`src/rtl/dsm_pkg.sv`:
```
// rtl/dsm_pkg.sv - shared constants, saturation result type and clamp helper
package dsm_pkg;

  localparam int DSM_GUARD = 3;
  localparam int CNT_W     = 16;

  typedef struct packed {
    logic signed [31:0] val;
    logic               hit;
  } sat_res_t;

  // Clamp a wide sum to the range of a (w + DSM_GUARD)-bit signed integrator.
  function automatic sat_res_t sat(input logic signed [31:0] a, input int w);
    logic signed [31:0] hi;
    logic signed [31:0] lo;
    sat_res_t           r;
    hi = (32'sd1 <<< (w + DSM_GUARD - 1)) - 32'sd1;
    lo = -(32'sd1 <<< (w + DSM_GUARD - 1));
    if (a > hi) begin
      r.val = hi;
      r.hit = 1'b1;
    end else if (a < lo) begin
      r.val = lo;
      r.hit = 1'b1;
    end else begin
      r.val = a;
      r.hit = 1'b0;
    end
    return r;
  endfunction

endpackage

```
`src/rtl/dsm2_core.sv`:
```
// rtl/dsm2_core.sv - second-order single-bit delta-sigma loop with saturating integrators
module dsm2_core
  import dsm_pkg::*;
#(
  parameter int W = 16
) (
  input  logic                clk,
  input  logic                rst,
  input  logic signed [W-1:0] x,
  output logic                bit_out,
  output logic                sat_hit
);

  localparam int                 SW = W + DSM_GUARD;
  localparam logic signed [31:0] FS = 32'sd1 <<< (W - 1);

  logic signed [SW-1:0] r_s1;
  logic signed [SW-1:0] r_s2;
  logic                 w_b;
  logic signed [31:0]   w_v;
  logic signed [31:0]   w_sum1;
  logic signed [31:0]   w_sum2;
  sat_res_t             w_r1;
  sat_res_t             w_r2;

  assign w_b    = ~r_s2[SW-1];
  assign w_v    = w_b ? FS : -FS;
  // Both integrators read the old s1, giving the z^-2 signal delay.
  assign w_sum1 = 32'(r_s1) + 32'(x) - w_v;
  assign w_sum2 = 32'(r_s2) + 32'(r_s1) - (w_v <<< 1);
  assign w_r1   = sat(w_sum1, W);
  assign w_r2   = sat(w_sum2, W);

  always_ff @(posedge clk or posedge rst) begin
    if (rst) begin
      r_s1    <= '0;
      r_s2    <= '0;
      bit_out <= 1'b0;
      sat_hit <= 1'b0;
    end else begin
      r_s1    <= SW'(w_r1.val);
      r_s2    <= SW'(w_r2.val);
      bit_out <= w_b;
      sat_hit <= w_r1.hit | w_r2.hit;
    end
  end

endmodule

```
`src/rtl/iq_dsm_modulator.sv`:
```
// rtl/iq_dsm_modulator.sv - I/Q zero-order-hold interpolator feeding two delta-sigma loops
module iq_dsm_modulator
  import dsm_pkg::*;
#(
  parameter int W   = 16,
  parameter int OSR = 64
) (
  input  logic                clk,
  input  logic                rst,
  input  logic                s_valid,
  output logic                s_ready,
  input  logic signed [W-1:0] s_i,
  input  logic signed [W-1:0] s_q,
  output logic                data_i,
  output logic                data_q,
  output logic                underrun,
  output logic                overload
);

  logic [CNT_W-1:0]    r_cnt;
  logic signed [W-1:0] r_cur_i;
  logic signed [W-1:0] r_cur_q;
  logic signed [W-1:0] r_nxt_i;
  logic signed [W-1:0] r_nxt_q;
  logic                r_nxt_full;
  logic                r_underrun;
  logic                w_wrap;
  logic                w_hs;
  logic                w_sat_i;
  logic                w_sat_q;

  assign w_wrap   = (r_cnt == CNT_W'(OSR - 1));
  assign w_hs     = s_valid && !r_nxt_full;
  assign s_ready  = !r_nxt_full;
  assign underrun = r_underrun;
  assign overload = w_sat_i | w_sat_q;

  // A wrap with an empty buffer keeps the old sample; a same-cycle offer only fills nxt.
  always_ff @(posedge clk or posedge rst) begin
    if (rst) begin
      r_cnt      <= '0;
      r_cur_i    <= '0;
      r_cur_q    <= '0;
      r_nxt_i    <= '0;
      r_nxt_q    <= '0;
      r_nxt_full <= 1'b0;
      r_underrun <= 1'b0;
    end else begin
      r_cnt      <= w_wrap ? '0 : r_cnt + 1'b1;
      r_underrun <= w_wrap && !r_nxt_full;
      if (w_wrap && r_nxt_full) begin
        r_cur_i    <= r_nxt_i;
        r_cur_q    <= r_nxt_q;
        r_nxt_full <= 1'b0;
      end else if (w_hs) begin
        r_nxt_i    <= s_i;
        r_nxt_q    <= s_q;
        r_nxt_full <= 1'b1;
      end
    end
  end

  dsm2_core #(.W(W)) u_core_i (
    .clk     (clk),
    .rst     (rst),
    .x       (r_cur_i),
    .bit_out (data_i),
    .sat_hit (w_sat_i)
  );

  dsm2_core #(.W(W)) u_core_q (
    .clk     (clk),
    .rst     (rst),
    .x       (r_cur_q),
    .bit_out (data_q),
    .sat_hit (w_sat_q)
  );

endmodule

```
`config.mk`:
```
export PLATFORM = sky130hd
export DESIGN_NAME = iq_dsm_modulator
export DESIGN_NICKNAME = d
export VERILOG_FILES = /design/src/rtl/dsm_pkg.sv /design/src/rtl/dsm2_core.sv /design/src/rtl/iq_dsm_modulator.sv
export SDC_FILE = /design/constraint.sdc
export NUM_CORES = 1
export LEC_CHECK = 0
export BUFFER_PORTS_ARGS = -buffer_cell sky130_fd_sc_hd__buf_2
export CORE_MARGIN = 10
export CORE_UTILIZATION = 35
export CTS_CLUSTER_SIZE = 8
export DETAILED_ROUTE_END_ITERATION = 8
export GPL_ROUTABILITY_DRIVEN = 0
export PLACE_DENSITY_LB_ADDON = 0.25
export SYNTH_ARGS = -nofsm -noshare
export SYNTH_HDL_FRONTEND = slang
export SYNTH_SLANG_ARGS = --single-unit
export TNS_END_PERCENT = 50
```
`constraint.sdc`:
```
create_clock -name clk -period 14.19 [get_ports clk]
set_clock_uncertainty 0.2 [all_clocks]
set_input_delay 2.838 -clock clk [delete_from_list [all_inputs] [get_ports clk]]
set_output_delay 2.838 -clock clk [all_outputs]
set_load 0.02 [all_outputs]
```
==> impl_metrics.toml <==
[global_routing]
globalRouteMet1Util_pct = 16.2
grt-busiest-layer = "met2"
grt_max_degree = 97
grt_antenna_before_repair = 0
grt_pass1_vias = 7642
grt_overflow = 0
grt_first_pass_wirelength_um = 37700
grt_use_met2_pct = 18.5
track_usage_pct = 11.8
grtUsageMet3_pct = 2.20

[floorplan]
die_y_um = 198
rows = 65
die_x_um = 198
die_area_mm2 = 0.0394
start_util_pct = 35.4
ios = 40
core_mm2 = 0.0315

[timing]
post-route-min-period_ps = 4300
tns_ps = 0
whs_ps = 275
timing.final.crit_share_pct = 30.3
fin_ws_ps = 9890
tightestPinTransition_ps = 1090
fmax_mhz = 232
setup_viol = 0
rsz0062_at_grt = "false"
finalMaxSlewViolations = 0
finalHoldViolCount = 0
relSlewSlack_pct = 26.9

[cts]
cts_tree = "built"
cts_buffer_depth = 2
postCtsSetupBuffers = 0
cts_hold_buf = 0
clkLatencyLatePin_ps = 430
cts.sinks = 162
numCtsBuffers = 17
post_cts_resized = 0
ctsHtreeMaxLevel = 4
cts.clk_slew.worst_paths_ps = 60
root_buffer = "clkbuf_16"

[final_layout]
diodes = 0
nFillCells = 3172
fin_nets = 1438
final_util_pct = 39.3
fin_area_mm2 = 0.0124
area_growth_pct = 11.1
drive_gt1_share_pct = 11.8
fin_cells = 1668

[power]
p_switching_mw = 0.209
finalPower_mw = 0.965
powerDensity_mw_per_mm2 = 78.0
pwr-share-clk_pct = 48.0
netSwitchingFraction_pct = 21.6
p_seq_share_pct = 49.5
total_leakage_power_nw = 6.60
comb_power_share_pct = 2.5
vdd_drop_max_mv = 0.0859
p_int_mw = 0.756

[critical_path]
reg2reg_slack_ps = 10130
critical_path_required_ps = 11150
r2r_start = "r_cur_i[15]"
reg2reg_depth = 14
critPathMaxFanout = 1
crit_path_start_kind = "flop"
worstSetupEndpointType = "output pin"
worstSetupPathType = "flop to output pin"
critPathLaunch = "u_core_q.sat_hit"
worstPathArrival_ps = 1270

[yosys]
synth_edf_count = 0
synth_cell_types = 81
avgSynthCellArea_um2 = 9.18
async_flop_share_pct = 100
syn_area_mm2 = 0.0111
synthCells = 1213
synth_fp_nets = 1397
yosysWarnings = 0
ys_seq_area_share_pct = 36.4
synthFlopType = "dfrtp_1"
ys_seq_elements = 162

[status]
status = "completed"

[detailed_routing]
routed_via_density = 4.77
wl_um = 22600
wl_per_cell_um = 13.5
drcViolationCount = 0
drt_iter0_drc = 361
via_count = 7959
drt_first_pass_iters = 5
ant_nets = 0

[place]
hpwlAfterDp_um = 16700
placed_area_mm2 = 0.0118
dp_slack_ps = 9370
place_inst = 1637
port_buffers = 39

[hold_path]
hold_path_class = "flop to flop"
worstHoldStart = "r_cnt[15]"
hold_depth = 1

[run]
maxCapViolCount = 0
## synth_stat cells (5+ instances only)
cell / instances / area (um2)
mux2_2: 35 / 394
xor2_1: 29 / 254
or3_1: 8 / 50.1
xnor2_1: 42 / 368
a31oi_1: 7 / 43.8
nand2_1: 92 / 345
nor2_1: 36 / 135
dfrtp_1: 162 / 4050
clkbuf_1: 14 / 52.6
a21oi_1: 54 / 270
o21a_1: 6 / 45.0
or2b_2: 5 / 43.8
a21o_2: 6 / 52.6
fa_1: 8 / 160
and3_1: 7 / 43.8
nand3_1: 25 / 125
nor3_1: 14 / 70.1
o211ai_1: 7 / 52.6
a21o_1: 56 / 420
o21ai_1: 6 / 30.0
inv_1: 248 / 931
ha_1: 141 / 1760
o21ai_0: 73 / 365
nand2b_1: 11 / 68.8
a211oi_1: 5 / 37.5
nor2b_1: 12 / 75.1
## power groups by stage
stage / clock network [mW] / registers, mW / logic [mW]
6_report: 0.463 / 0.478 / 0.0239
5_1_grt: 0.497 / 0.479 / 0.0277
4_1_cts: 0.475 / 0.478 / 0.0254
3_5_place_dp: 0 / 0.486 / 0.0254
3_3_place_gp: 0 / 0.486 / 0.0247
2_1_floorplan: 0 / 0.485 / 0.0160
## logic make-up (layout without fill, tap and decap cells)
group           count (synthesis)  count (layout)  share of synthesized area, %
simple gates                  250             250                          11.4
fa+ha+maj                     149             149                          17.3
flops                         162             162                          36.4
xor+xnor                       71              71                          5.58
mux                            35              35                          3.54
buf+inv                       271             324                          9.37
compound gates                275             275                          16.4
## layout by cell type (no fill, tap or decap), drive strengths merged, types with 14 or more instances in the layout
cell type  netlist  final
inv            248    249
ha             141    141
mux2            35     35
clkbuf          14     23
nor2            37     37
o21ai           80     80
nor3            14     14
xnor2           42     42
nand2           92     92
a21oi           57     57
a21o            62     62
nand3           25     25
dfrtp          162    162
buf              9     45
xor2            29     29
## layout make-up
cell class              instances  area (um2)  share of cell area (%)
clock buffers                  23         478                    3.86
clock inverters                 8         103                   0.829
inverters                     248         936                    7.56
multi-input cells             780        6060                    49.0
flip-flops and latches        162        4050                    32.8
well taps                     402         503                    4.07
repair buffers                 45         240                    1.94
## worst max-delay path: stages, from the launching register on
cell and delay [ps]:
dfrtp_1 350, or2_2 320, buf_2 170
## state kept, by name (all words and copies together) (netlist names)
signal	flops
u_core_i.bit_out	1
u_core_q.r_s2	19
underrun	1
u_core_i.sat_hit	1
r_nxt_i	16
r_cnt	16
u_core_q.r_s1	19
r_nxt_full	1
u_core_q.sat_hit	1
r_cur_i	16
u_core_i.r_s2	19
u_core_q.bit_out	1
r_nxt_q	16
r_cur_q	16
u_core_i.r_s1	19
## path summary, 6_finish.rpt
| check | endpoint |
|---|---|
| setup reg to reg | u_core_i.sat_hit |
| max in group asynchronous | u_core_q.r_s1[2] |
| hold reg to reg | r_cnt[15] |
| min in group asynchronous | u_core_i.r_s1[18] |
| setup / recovery | overload |
| hold / removal | r_cnt[15] |
## layer usage
metal / part of all wire [%] / wire (um)
met4: 1.2 / 273
met1: 51 / 11500
met2: 44 / 10000
met5: 0 / 0
met3: 3.2 / 724
Note: power is estimated with default switching activity, not from simulation.
